<file path="config.mk">
export PLATFORM = sky130hd
export DESIGN_NAME = startup_sequencer
export DESIGN_NICKNAME = d
export VERILOG_FILES = /design/src/rtl/hb_seq_pkg.sv /design/src/rtl/oc_filter.sv /design/src/rtl/startup_sequencer.sv
export SDC_FILE = /design/constraint.sdc
export NUM_CORES = 1
export LEC_CHECK = 0
export ABC_AREA = 1
export ABC_CLOCK_PERIOD_IN_PS = 2300
export CORE_AREA = 5 5 71 73
export CTS_CLUSTER_SIZE = 16
export DETAILED_ROUTE_END_ITERATION = 10
export DIE_AREA = 0 0 76 78
export PLACE_DENSITY = 0.8
export SLEW_MARGIN = 25
export SYNTH_ARGS = -nofsm -noshare
export SYNTH_HDL_FRONTEND = slang
export SYNTH_SLANG_ARGS = --single-unit
</file>
<file path="constraint.sdc">
create_clock -name i_clock -period 2.3 [get_ports i_clock]
set_input_delay 0.46 -clock i_clock [delete_from_list [all_inputs] [get_ports i_clock]]
set_output_delay 0.46 -clock i_clock [all_outputs]
set_load 0.005 [all_outputs]
</file>
<file path="src/rtl/hb_seq_pkg.sv">
// Shared definitions for the H-bridge startup sequencer: state encoding,
// fault codes, fixed gate patterns and small decode helpers.
package hb_seq_pkg;

  typedef enum logic [2:0] {
    ST_IDLE      = 3'd0,
    ST_BOOT      = 3'd1,
    ST_PRECHARGE = 3'd2,
    ST_RUN       = 3'd3,
    ST_FAULT     = 3'd4
  } state_t;

  localparam logic [1:0] FAULT_NONE  = 2'b00;
  localparam logic [1:0] FAULT_SHOOT = 2'b01;
  localparam logic [1:0] FAULT_OC    = 2'b10;

  // Gate patterns are {Q4,Q3,Q2,Q1}.
  localparam logic [3:0] GATE_OFF   = 4'b0000;
  localparam logic [3:0] GATE_BOOT  = 4'b1100;
  localparam logic [3:0] GATE_PRECH = 4'b1001;

  localparam int TICK_CNT_W = 8;
  localparam int OC_CNT_W   = 8;

  // A leg is shorted when both of its switches (Q1/Q3 or Q2/Q4) conduct.
  function automatic logic is_shoot(input logic [3:0] gates);
    return (gates[0] & gates[2]) | (gates[1] & gates[3]);
  endfunction

  function automatic logic is_active(input state_t s);
    return (s == ST_BOOT) || (s == ST_PRECHARGE) || (s == ST_RUN);
  endfunction

endpackage

</file>
<file path="src/rtl/oc_filter.sv">
// Consecutive-tick overcurrent filter: trips on the tick that brings the run
// of over-limit samples up to FILTER.
module oc_filter
  import hb_seq_pkg::*;
#(
  parameter int unsigned LIMIT_MA = 12000,
  parameter int unsigned FILTER   = 3
) (
  input  logic        clk,
  input  logic        rst,
  input  logic        clr,
  input  logic        tick,
  input  logic [31:0] ibat_ma,
  output logic        trip
);

  logic                over;
  logic [OC_CNT_W-1:0] count;
  logic [OC_CNT_W:0]   count_inc;

  assign over      = ibat_ma > LIMIT_MA;
  assign count_inc = {1'b0, count} + {{OC_CNT_W{1'b0}}, 1'b1};
  // Combinational so the trip lands in the same cycle as the offending tick.
  assign trip      = !clr && tick && over && (32'(count_inc) >= FILTER);

  always_ff @(posedge clk or posedge rst) begin
    if (rst) begin
      count <= '0;
    end else if (clr) begin
      count <= '0;
    end else if (tick) begin
      if (!over) begin
        count <= '0;
      end else if (count != {OC_CNT_W{1'b1}}) begin
        count <= count + OC_CNT_W'(1);
      end
    end
  end

endmodule

</file>
<file path="src/rtl/startup_sequencer.sv">
// H-bridge startup sequencer: bootstrap charge, tank precharge, then forwards
// the hybrid controller's gate pattern while guarding against shoot-through and overcurrent.
module startup_sequencer
  import hb_seq_pkg::*;
#(
  parameter int unsigned BOOT_TICKS  = 10,
  parameter int unsigned PRECH_TICKS = 4,
  parameter int unsigned OC_LIMIT_MA = 12000,
  parameter int unsigned OC_FILTER   = 3
) (
  input  logic        i_clock,
  input  logic        i_RST,
  input  logic        i_enable,
  input  logic        i_tick,
  input  logic [3:0]  i_MOSFET,
  input  logic [31:0] i_Ibat_mA,
  output logic [3:0]  o_Q,
  output logic        o_ON,
  output logic        o_VG,
  output logic        o_ctrl_rst,
  output logic [1:0]  o_fault,
  output logic [2:0]  o_state
);

  localparam logic [TICK_CNT_W-1:0] BOOT_LIM  = TICK_CNT_W'(BOOT_TICKS);
  localparam logic [TICK_CNT_W-1:0] PRECH_LIM = TICK_CNT_W'(PRECH_TICKS);
  localparam logic [TICK_CNT_W-1:0] TICK_MAX  = {TICK_CNT_W{1'b1}};

  state_t                state;
  logic [TICK_CNT_W-1:0] tick_cnt;
  logic                  shoot;
  logic                  oc_trip;
  logic                  oc_clr;

  assign shoot   = is_shoot(i_MOSFET);
  assign oc_clr  = !is_active(state);
  assign o_state = state;

  oc_filter #(
    .LIMIT_MA (OC_LIMIT_MA),
    .FILTER   (OC_FILTER)
  ) u_oc_filter (
    .clk     (i_clock),
    .rst     (i_RST),
    .clr     (oc_clr),
    .tick    (i_tick),
    .ibat_ma (i_Ibat_mA),
    .trip    (oc_trip)
  );

  always_ff @(posedge i_clock or posedge i_RST) begin
    if (i_RST) begin
      state      <= ST_IDLE;
      tick_cnt   <= '0;
      o_Q        <= GATE_OFF;
      o_ON       <= 1'b0;
      o_VG       <= 1'b0;
      o_ctrl_rst <= 1'b1;
      o_fault    <= FAULT_NONE;
    end else begin
      // Drive outputs follow the state one cycle later; an illegal pattern is never forwarded.
      case (state)
        ST_BOOT:      o_Q <= GATE_BOOT;
        ST_PRECHARGE: o_Q <= GATE_PRECH;
        ST_RUN:       o_Q <= shoot ? GATE_OFF : i_MOSFET;
        default:      o_Q <= GATE_OFF;
      endcase
      o_ON       <= (state == ST_PRECHARGE) || (state == ST_RUN);
      o_VG       <= (state == ST_RUN);
      o_ctrl_rst <= (state != ST_RUN);

      case (state)
        ST_IDLE: begin
          if (i_enable) begin
            state    <= ST_BOOT;
            tick_cnt <= '0;
          end
        end
        ST_BOOT: begin
          if (!i_enable) begin
            state <= ST_IDLE;
          end else if (oc_trip) begin
            state   <= ST_FAULT;
            o_fault <= FAULT_OC;
          end else if (tick_cnt == BOOT_LIM) begin
            state    <= ST_PRECHARGE;
            tick_cnt <= '0;
          end else if (i_tick && (tick_cnt != TICK_MAX)) begin
            tick_cnt <= tick_cnt + TICK_CNT_W'(1);
          end
        end
        ST_PRECHARGE: begin
          if (!i_enable) begin
            state <= ST_IDLE;
          end else if (oc_trip) begin
            state   <= ST_FAULT;
            o_fault <= FAULT_OC;
          end else if (tick_cnt == PRECH_LIM) begin
            state    <= ST_RUN;
            tick_cnt <= '0;
          end else if (i_tick && (tick_cnt != TICK_MAX)) begin
            tick_cnt <= tick_cnt + TICK_CNT_W'(1);
          end
        end
        ST_RUN: begin
          if (!i_enable) begin
            state <= ST_IDLE;
          end else if (shoot || oc_trip) begin
            state   <= ST_FAULT;
            o_fault <= (oc_trip ? FAULT_OC : FAULT_NONE) |
                       (shoot ? FAULT_SHOOT : FAULT_NONE);
          end
        end
        ST_FAULT: begin
          if (!i_enable) begin
            state   <= ST_IDLE;
            o_fault <= FAULT_NONE;
          end
        end
        default: begin
          state    <= ST_IDLE;
          tick_cnt <= '0;
          o_fault  <= FAULT_NONE;
        end
      endcase
    end
  end

endmodule
</file>
== Word-level counts from Yosys, hierarchy flattened ==
Cells that the tools add are included.
Widths: inputs -> output; s select.
Word-level totals
  bits in registers: 28
  latch bits: 0
  RAM bits: 0
  ROM bits: 0
  logic and storage cells: 92
  memories: 0
Cells by class
  add/subtract/negate cells: 3
  multiply operators: 0
  divide/modulo/power cells: 0
  magnitude comparators: 2
  equality and inequality tests: 24
  shift operators: 0
  mux-type cells: 34
  bitwise gates (word level): 6
  reductions and logical operators: 15
Operators by type and width (count)
  $mux 8: 12
  $gt 32x14->1 const B: 1
  $pmux 8 s4: 1
  $mux 3: 10
  $add 8x1->8 const B: 2
  $ne 2x2->1 const B: 8
  $ne 8x8->1 const B: 2
  $pmux 3 s5: 1
  $mux 2: 6
  $pmux 4 s3: 1
  $reduce_and 6->1: 2
  $add 8x1->9 const B: 1
  $ge 9x2->1 const B: 1
  $eq 8x3->1 const B: 1
  $eq 8x4->1 const B: 1
  $ne 4x3->1 const B: 2
  $pmux 2 s4: 1
  $eq 3x2->1 const B: 2
  $ne 2x1->1 const B: 3
  $ne 3x2->1 const B: 2
  $reduce_and 5->1: 1
  $logic_and 1x1->1: 4
  $logic_or 1x1->1: 4
  $mux 4: 1
  other kinds (11): 14

== Depth between registers and ports, before layout ==
Gate-level depths: netlist of the first run.
  word-level depth: 11
  gate-level depth with buffers: 14
  depth with buffers taken out: 14

== By module ==
A second synthesis of the first run with hierarchy kept.
Second synthesis, totals
  cell total of the unflattened synthesis: 295
  area, all modules: 1999.4 µm²
By module, submodules not included
  startup_sequencer: times used 1, cells each 168, area each 1201.2 µm², sequential area each 501.7 µm²
  oc_filter: times used 1, cells each 127, area each 798.3 µm², sequential area each 200.2 µm²

== Least setup slack after synthesis of the first run ==
OpenSTA, ideal clock, no wires.
  path kind: flip-flop to flip-flop
  start point: reg u_oc_filter.count[0]
  end point: reg tick_cnt[3]
  library setup time: 117 ps
  arrival time: 1584 ps
  slack: 599 ps
  cell stages (with the launch flop): 14
  period minus slack after synthesis: 1701 ps
  cells stage by stage: dfrtp_1 inv_1 ha_1 o21bai_1 nor2_2 nand2_1 nor2_1 nand3_2 nand3_4 nand2_4 nand2_8 nand2_8 nand2_1 nand2_1
On the way
  cells in the longest elaborated chain, start to end: 5
  elaborated cells on any way between the ends: 6
Ends and longest elaborated chain
  from (decl): RTL line oc_filter.sv:18  | logic [OC_CNT_W-1:0] count;
  from (signal assigned): RTL line oc_filter.sv:35  | count <= count + OC_CNT_W'(1);
  $add 8x1->9 *: RTL line oc_filter.sv:22  | assign count_inc = {1'b0, count} + {{OC_CNT_W{1'b0}}, 1'b1};
  $ge 9x2->1 *: RTL line oc_filter.sv:24  | assign trip = !clr && tick && over && (32'(count_inc) >= FILTER);
  $logic_and 1x1->1 *: RTL line oc_filter.sv:24
  $ne 2x2->1 (no line)
  $reduce_and 6->1 (no line) *
  to (signal assigned): RTL line startup_sequencer.sv:89  | tick_cnt <= tick_cnt + TICK_CNT_W'(1);
  to (signal assigned): RTL line startup_sequencer.sv:102  | tick_cnt <= tick_cnt + TICK_CNT_W'(1);
  to (decl): RTL line startup_sequencer.sv:30  | logic [TICK_CNT_W-1:0] tick_cnt;
Mark *: on every way between the ends. The rest lies on a longest branch, timed or not.
A chain may end at the register's enable or synchronous reset.

== Worst setup path after layout of the first run ==
  start point: reg u_oc_filter.count[1]
  end point: reg tick_cnt[5]
The elaborated chain is that of the path after synthesis.

==> run_results.csv, run 1 <==
group,metric,value,unit
run_status,status,"finished, final reports clean",
cells_and_area,nFillCells,392,
clock_tree,cts.clk_slew.worst_paths,0.10,ns
setup_path,cp.arrival,2.16,ns
cells_and_area,diodes,0,
place,dpl.hpwl,4340,um
timing,slew_headroom,0.634,
cells_and_area,fin_util,0.626,
floorplan,core_region_area,4290,sq um
setup_path,slowest_delay,0.44,ns
yosys,syn_avg_cell_area,7.13,sq um
yosys,synth_top_cell_by_area,"dfrtp_1",
timing,setup_tns,0,ns
yosys,syn_nets,329,
yosys,yosys-top-cells-area,"dfrtp_1, nand2_1, inv_1, nor2_1, nand3_1",
global_routing,overflow,0,
setup_path,crit_type,"flip-flop to flip-flop",
global_routing,antenna_found_initial,0,
setup_path,cp_top_family,"simple AND/OR/NAND/NOR gates",
yosys,netlist_area,2030,sq um
global_routing,busiest_layer,"met2",
global_routing,use_met1,0.234,
timing,fmax,501,MHz
power,power_density,974,nW/um^2
place,port_buffers,51,
setup_path,cp_common_cell,"nand2_1",
floorplan,die_w,76,um
yosys,synth_edf_count,0,
clock_tree,cts_resized,0,
setup_path,start_kind,"flip-flop",
detailed_routing,via_per_inst,5.16,
detailed_routing,via_count,2027,
setup_path,cpMaxStageDelayCell,"dfrtp_1",
cells_and_area,final_layout_size_suffix_gt1_frac,0.111,
clock_tree,postCtsHoldBufs,0,
global_routing,grt.met3_usage,0.0139,
power,max-vdd-ir-drop,0.716,mV
timing,period_share,0.867,
place,place_inst,389,
yosys,synth_cells,284,
timing,finalSetupViolations,0,
power,p_leak,1.28,nW
clock_tree,cts_root_buf,"clkbuf_8",
timing,rsz0062_at_grt,"false",
global_routing,grt_pass1_wl,9020,um
flow_run,cap_violations,0,
cells_and_area,postLayoutCellArea,2690,sq um
clock_tree,post_cts_buffers,0,
timing,clock_skew,0.00177,ns
global_routing,grt_max_degree,29,
clock_tree,clk_latency,0.27,ns
global_routing,grt_pass1_vias,1914,
yosys,synth_common_cells,"nand2_1, inv_1, nor2_1, dfrtp_1, nand3_1",
yosys,synth_cell_types,36,
clock_tree,htree_levels,1,
yosys,synth_flop_cell,"dfrtp_1",
clock_tree,clock-sinks,28,
detailed_routing,detail-route-antenna-nets,0,
cells_and_area,nNetsFinal,387,
floorplan,start_util,0.472,
global_routing,grtUsageTotal,0.185,
setup_path,setup.worst_path.end_class,"flip-flop",
floorplan,ios,52,
detailed_routing,drcViolationCount,0,
yosys,yosysWarnings,0,
timing,finalHoldViolCount,0,
detailed_routing,routed_wl,5330,um
floorplan,die_y,78,um
yosys,synth_seq_cells,28,
setup_path,path_cells,"ha_1 -> nand2_1 -> nor2_1 -> nand2_1 -> nand3_1 -> nor2_1 -> nand3_2 -> nand3_4 -> nand2_4 -> nand2_8 -> nand2_8 -> nand2_2 -> nand2_1",
place,gp_congestion,0.855,
floorplan,rows,24,
detailed_routing,first_pass_iters,4,
place,place_area,2620,sq um
yosys,synth.yosys.seq_area_share,0.347,
setup_path,cp.required,2.46,ns
detailed_routing,first_iter_violations,177,
timing,maxSlewViolCount,0,
yosys,synth_top_area_share,0.334,
clock_tree,cts_tree,"built",
timing,min_period,1.99,ns
global_routing,met2_usage,0.324,
setup_path,path_buf_inv,0,
clock_tree,clockBufferDepth,2,
clock_tree,cts_buffers,3,
detailed_routing,wl_per_cell,13.6,um
cells_and_area,area_growth,32.7,%
yosys,yosysMostFrequentCell,"nand2_1",
floorplan,die_area,5930,sq um
yosys,async_flop_share,1.00,
timing,worst_slew_pin_slew,0.548,ns
setup_path,path_max_fanout,9,
cells_and_area,finalNonFillerCells,393,
min_path,hp-class,"flip-flop to flip-flop",
## cell type report
class / instances / area (sq um) / share of cell area
Tap cell: 52 / 65.1 / 0.0242
Multi-Input combinational cell: 210 / 1140 / 0.426
Inverter: 45 / 171 / 0.0638
Sequential cell: 28 / 702 / 0.261
Timing Repair Buffer: 54 / 533 / 0.198
Clock buffer: 3 / 41.3 / 0.0154
Clock inverter: 1 / 30.0 / 0.0112
## cell usage in the layout (no fill, tap or decap), drive strengths merged
cell	netlist	routed
clkbuf	0	3
ha	5	5
o21bai	2	2
nand3b	3	3
or2	2	2
buf	1	3
o22ai	7	7
nor2	41	41
nand4	10	10
nor3	2	2
o21ai	13	13
bufinv	0	1
xor2	6	6
nand2	83	83
inv	44	44
a221oi	1	1
dfrtp	27	27
clkdlybuf4s50	0	51
o211ai	1	1
a211oi	1	1
dfstp	1	1
nand3	26	26
a21oi	5	5
and2	1	1
clkinv	1	1
mux2i	1	1
## worst reg2reg max path, cell delays in order (launching register included)
cell,delay [ns]
dfrtp_1,0.44
ha_1,0.27
nand2_1,0.12
nor2_1,0.05
nand2_1,0.11
nand3_1,0.08
nor2_1,0.15
nand3_2,0.14
nand3_4,0.11
nand2_4,0.08
nand2_8,0.10
nand2_8,0.08
nand2_2,0.09
nand2_1,0.06
## layer usage
| metal | routed length [um] | vias to the layer above | part of all wire |
|---|---|---|---|
| li1 | - | 1022 | - |
| met1 | 2140 | 937 | 0.40 |
| met2 | 2800 | 59 | 0.52 |
| met3 | 269 | 9 | 0.050 |
| met4 | 121 | 0 | 0.023 |
| met5 | 0 | - | 0 |
## state kept, by name, summed over array words and instances, names as in the netlist
| name | cells |
|---|---|
| u_oc_filter.count | 8 |
| o_fault | 2 |
| tick_cnt | 8 |
| o_Q | 4 |
| o_state | 3 |
| o_ON | 1 |
| o_VG | 1 |
| o_ctrl_rst | 1 |
## cells by family (layout without fill, tap and decap cells)
group,after synthesis,after routing,share of synthesized area
AND/OR/NAND/NOR,168,168,0.412
buffers and inverters,46,103,0.0883
AO/OA/AOI/OAI,30,30,0.0914
flip-flops,28,28,0.347
XOR/XNOR,6,6,0.0259
adder cells (fa/ha/maj),5,5,0.0309
multiplexers,1,1,0.00494
## per-stage QoR
step,hold WS (ns),setup slack [ns],power (mW)
final,0.491,0.305,2.62
after global routing,0.566,0.106,2.84
after CTS,0.498,0.295,2.63
after detailed placement,0.464,0.108,2.23
after global placement,0.462,0.204,2.19
after floorplan,0.465,0.599,1.74
## report_power, final
| part | leakage (nW) | switching, mW | internal [mW] |
|---|---|---|---|
| clock network | 0.0357 | 0.157 | 0.233 |
| registers | 0.372 | 0.134 | 0.636 |
| logic | 0.876 | 0.858 | 0.601 |
| total | 1.28 | 1.15 | 1.47 |
## final timing paths
check | cells past startpoint | endpoint | from | slack (ns)
min in group asynchronous | 3 | o_Q[0]$_DFF_PP0_ | i_RST | 0.55
hold reg to reg | 2 | o_fault[1]$_DFFE_PP0P_ | o_fault[1]$_DFFE_PP0P_ | 0.49
setup / recovery | 13 | tick_cnt[5]$_DFFE_PP0P_ | u_oc_filter.count[1]$_DFFE_PP0P_ | 0.31
max in group asynchronous | 3 | o_ctrl_rst$_DFF_PP1_ | i_RST | 1.45
hold / removal | 2 | o_fault[1]$_DFFE_PP0P_ | o_fault[1]$_DFFE_PP0P_ | 0.49
setup reg to reg | 13 | tick_cnt[5]$_DFFE_PP0P_ | u_oc_filter.count[1]$_DFFE_PP0P_ | 0.31
Power figures use the tool's default switching activity.
==> run 2: changes to the inputs <==
--- a/config.mk
+++ b/config.mk
@@ -11,7 +11,9 @@
 export CTS_CLUSTER_SIZE = 16
 export DETAILED_ROUTE_END_ITERATION = 10
 export DIE_AREA = 0 0 76 78
+export MAX_ROUTING_LAYER = met4
 export PLACE_DENSITY = 0.8
+export SETUP_SLACK_MARGIN = 0.05
 export SLEW_MARGIN = 25
 export SYNTH_ARGS = -nofsm -noshare
 export SYNTH_HDL_FRONTEND = slang
==> run_results.csv, run 2 (same netlist as run 1, synthesis figures left out) <==
group,metric,value,unit
global_routing,antenna_found_initial,0,
cells_and_area,final_layout_size_suffix_gt1_frac,0.111,
min_path,hp-class,"flip-flop to flip-flop",
setup_path,path_cells,"ha_1 -> nand2_1 -> nor2_1 -> nand2_1 -> nand3_1 -> nor2_1 -> nand3_2 -> nand3_4 -> nand2_4 -> nand2_8 -> nand2_8 -> nand2_1 -> nand2_1",
setup_path,slowest_delay,0.45,ns
floorplan,core_region_area,4290,sq um
timing,rsz0062_at_grt,"false",
setup_path,path_max_fanout,9,
cells_and_area,postLayoutCellArea,2670,sq um
global_routing,grt_pass1_vias,1866,
detailed_routing,first_pass_iters,4,
timing,finalSetupViolations,0,
flow_run,cap_violations,0,
timing,clock_skew,0.00481,ns
setup_path,cp.required,2.48,ns
power,power_density,945,nW/um^2
timing,period_share,0.863,
timing,worst_slack,0.316,ns
place,place_area,2620,sq um
timing,hold_ws,0.491,ns
timing,finalHoldViolCount,0,
timing,setup_tns,0,ns
power,max-vdd-ir-drop,0.847,mV
power,p_leak,1.28,nW
clock_tree,cts_resized,0,
detailed_routing,via_per_inst,5.05,
setup_path,crit_type,"flip-flop to flip-flop",
clock_tree,post_cts_buffers,0,
floorplan,die_y,78,um
detailed_routing,drcViolationCount,0,
run_status,status,"finished, final reports clean",
timing,worst_slew_pin_slew,0.520,ns
place,gp_congestion,0.898,
cells_and_area,final_common_cell,"nand2_1",
setup_path,cpMaxStageDelayCell,"dfrtp_1",
global_routing,grt_max_degree,29,
timing,slew_headroom,0.652,
setup_path,cp.arrival,2.16,ns
cells_and_area,nFillCells,374,
clock_tree,clock-sinks,28,
global_routing,grt_pass1_wl,8470,um
cells_and_area,top_regs,"tick_cnt (8), u_oc_filter.count (8), o_Q (4)",
clock_tree,cts_root_buf,"clkbuf_8",
cells_and_area,area_growth,31.9,%
power,power,2.53,mW
place,dpl.hpwl,4080,um
detailed_routing,routed_wl,4950,um
timing,fmax,504,MHz
setup_path,cp_common_cell,"nand2_1",
detailed_routing,detail-route-antenna-nets,0,
clock_tree,cts_tree,"built",
detailed_routing,first_iter_violations,128,
detailed_routing,via_count,1986,
timing,maxSlewViolCount,0,
floorplan,ios,52,
clock_tree,clockBufferDepth,2,
global_routing,overflow,0,
clock_tree,htree_levels,1,
timing,min_period,1.98,ns
clock_tree,cts.clk_slew.worst_paths,0.10,ns
floorplan,die_w,76,um
place,port_buffers,51,
global_routing,grtUsageTotal,0.177,
cells_and_area,diodes,0,
setup_path,setup.worst_path.end_class,"flip-flop",
floorplan,rows,24,
detailed_routing,wl_per_cell,12.6,um
clock_tree,clk_latency,0.28,ns
clock_tree,postCtsHoldBufs,0,
setup_path,start_kind,"flip-flop",
floorplan,start_util,0.472,
cells_and_area,nNetsFinal,387,
clock_tree,cts_buffers,3,
floorplan,die_area,5930,sq um
place,pre_cts_ws,0.114,ns
cells_and_area,final_cell_mix,"nand2_1, clkdlybuf4s50_1, inv_1, nor2_1, dfrtp_1",
run 2: changes by cell type in the layout (fill, tap and decap cells not counted), sizes merged:
cell / previous run / this run
clkbuf: 3 / 4
bufinv: 1 / 0
run 2: final cells by class:
type,count,area (sq um),area share
clock buffers,4,55.1,0.0206
inverters,45,171,0.0642
multi-input cells,210,1140,0.429
flip-flops and latches,28,702,0.263
well taps,52,65.1,0.0244
repair buffers,54,533,0.200
run 2: power breakdown:
group	switching (mW)	internal (mW)	total [mW]
clock network	0.157	0.154	0.310
logic	0.849	0.601	1.45
registers	0.129	0.636	0.765
run 2: metrics by stage:
step | instances | utilization
after floorplan | 284 | -
after global placement | 389 | 0.609
after global routing | 393 | 0.622
after CTS | 393 | 0.622
after detailed placement | 389 | 0.609
final | 393 | 0.622
run 2: worst paths after layout:
kind,cells after the start,slack (ns),end,startpoint
worst max-delay path,13,0.32,tick_cnt[7]$_DFFE_PP0P_,u_oc_filter.count[1]$_DFFE_PP0P_
worst min-delay path,2,0.49,o_fault[0]$_DFFE_PP0P_,o_fault[0]$_DFFE_PP0P_
worst max register to register,13,0.32,tick_cnt[7]$_DFFE_PP0P_,u_oc_filter.count[1]$_DFFE_PP0P_
worst min register to register,2,0.49,o_fault[0]$_DFFE_PP0P_,o_fault[0]$_DFFE_PP0P_
max in group asynchronous,3,1.44,o_ctrl_rst$_DFF_PP1_,i_RST
min in group asynchronous,3,0.54,o_Q[0]$_DFF_PP0_,i_RST
run 2: worst max-delay path: cells and delay by family (launching register included):
kind                       cells  cell delay (ns)
adders and majority gates      1             0.27
and+or+nand+nor               12             1.17
DFF                            1             0.45
run 2: layer usage:
layer,global-route usage,vias up,part of all wire
li1,-,1025,-
met1,0.228,910,0.45
met2,0.293,47,0.51
met3,0.0289,4,0.032
met4,0.0374,0,0.0089
met5,-,-,0
==> RTL change: new RTL, config.mk and constraints of run 2 <==
Set the package constant `OC_CNT_W` to 10 (it was 8).
--- a/src/rtl/hb_seq_pkg.sv
+++ b/src/rtl/hb_seq_pkg.sv
@@ -20,7 +20,7 @@
   localparam logic [3:0] GATE_PRECH = 4'b1001;
 
   localparam int TICK_CNT_W = 8;
-  localparam int OC_CNT_W   = 8;
+  localparam int OC_CNT_W   = 10;
 
   // A leg is shorted when both of its switches (Q1/Q3 or Q2/Q4) conduct.
   function automatic logic is_shoot(input logic [3:0] gates);
Function: same outputs for any inputs over 10 cycles, from zero or initial values and one cycle with i_RST high; that may be too few to reach the edited logic, so the function may still have changed.
==> RTL change against run 2 <==
- global-route usage grew 2.0 points
- wire length increased by 10%
- sequential cell count rose by 2
- worst setup slack worse by 0.027 ns
- first-iteration DRC count rose by 91%
- die area stayed put
- hold slack gained 0.070 ns
- power shrank 3.1%
- non-clock buffer count is 1 higher
- combinational power decreased by 17%
- design area grew 5.7%
- synthesized area is 6.1% higher
- synthesized cell count is 15% higher
- critical path type unchanged
==> RTL change: results (changes against run 2) <==
| Metric | Value |
|---|---|
| First-pass GRT wire length | 9384 um (was 8473 um) |
| Critical-path maximum fanout | 11 (was 9) |
| Routability Congestion | 0.8557 (was 0.8975) |
| Final nets | 429 (was 387) |
| Path category of the worst min-delay check | input pin to async pin (was flop to flop) |
| Total track usage | 19.70% (was 17.69%) |
| M1 WL | 2350 um (was 2248 um) |
| Final min period | 2.011 ns (was 1.984 ns) |
| Pre-CTS setup slack | -0.01803 ns (was 0.1140 ns) |
| Total Routed Length | 5456 um (was 4952 um) |
| Global routing usage on met2 | 33.39% (was 29.28%) |
| Status | finished, final reports clean (unchanged) |
| Met3 Usage GRT | 4.282% (was 2.894%) |
| Yosys cell types | 32 (was 36) |
| Largest net degree at the start of global routing | 31 (was 29) |
| Share of layout cells above drive strength 1 | 8.571% (was 11.14%) |
| Clk_skew | 0.003939 ns (was 0.004808 ns) |
| Min Hold Slack | 0.5609 ns (was 0.4908 ns) |
| Leak | 1.368 nW (was 1.278 nW) |
| Clock buffer count from CTS | 5 (was 3) |
| Biggest regs | u_oc_filter.count x10, tick_cnt x8, o_Q x4 (was tick_cnt x8, u_oc_filter.count x8, o_Q x4) |
| Vias in the first global route | 2150 (was 1866) |
| Placed inst area | 2716 um2 (was 2616 um2) |
| Drt via density | 5.108 (was 5.053) |
| Reg2reg path depth | 16 (was 13) |
[RTL change: what timing repair did]
item / in CTS / in global routing
endpoints found under the setup margin: 0 / 6
resized for setup: 0 / 2
setup buffers: 0 / 1
[RTL change: final cells by class]
class	instances	area [um2]
Multi-Input combinational cell	238	1169
Sequential cell	30	752.0
Timing Repair Buffer	55	540.5
Inverter	54	205.2
Fill cell	388	1471
Clock buffer	7	86.33
Tap cell	52	65.06
Clock inverter	1	5.005
[RTL change: power by group]
part,internal (mW),switching [mW]
sequential,0.659,0.136
clock,0.241,0.202
combinational,0.489,0.720
total,1.39,1.06
[RTL change: cell families (layout without fill, tap and decap cells)]
family	Yosys count	in the layout	share of synthesized area, %
AO/OA/AOI/OAI	45	45	11.82
XOR/XNOR	4	4	1.630
adder cells (fa/ha/maj)	5	5	2.910
buffers and inverters	59	117	10.88
flip-flops	30	30	34.98
AND/OR/NAND/NOR	184	184	37.78
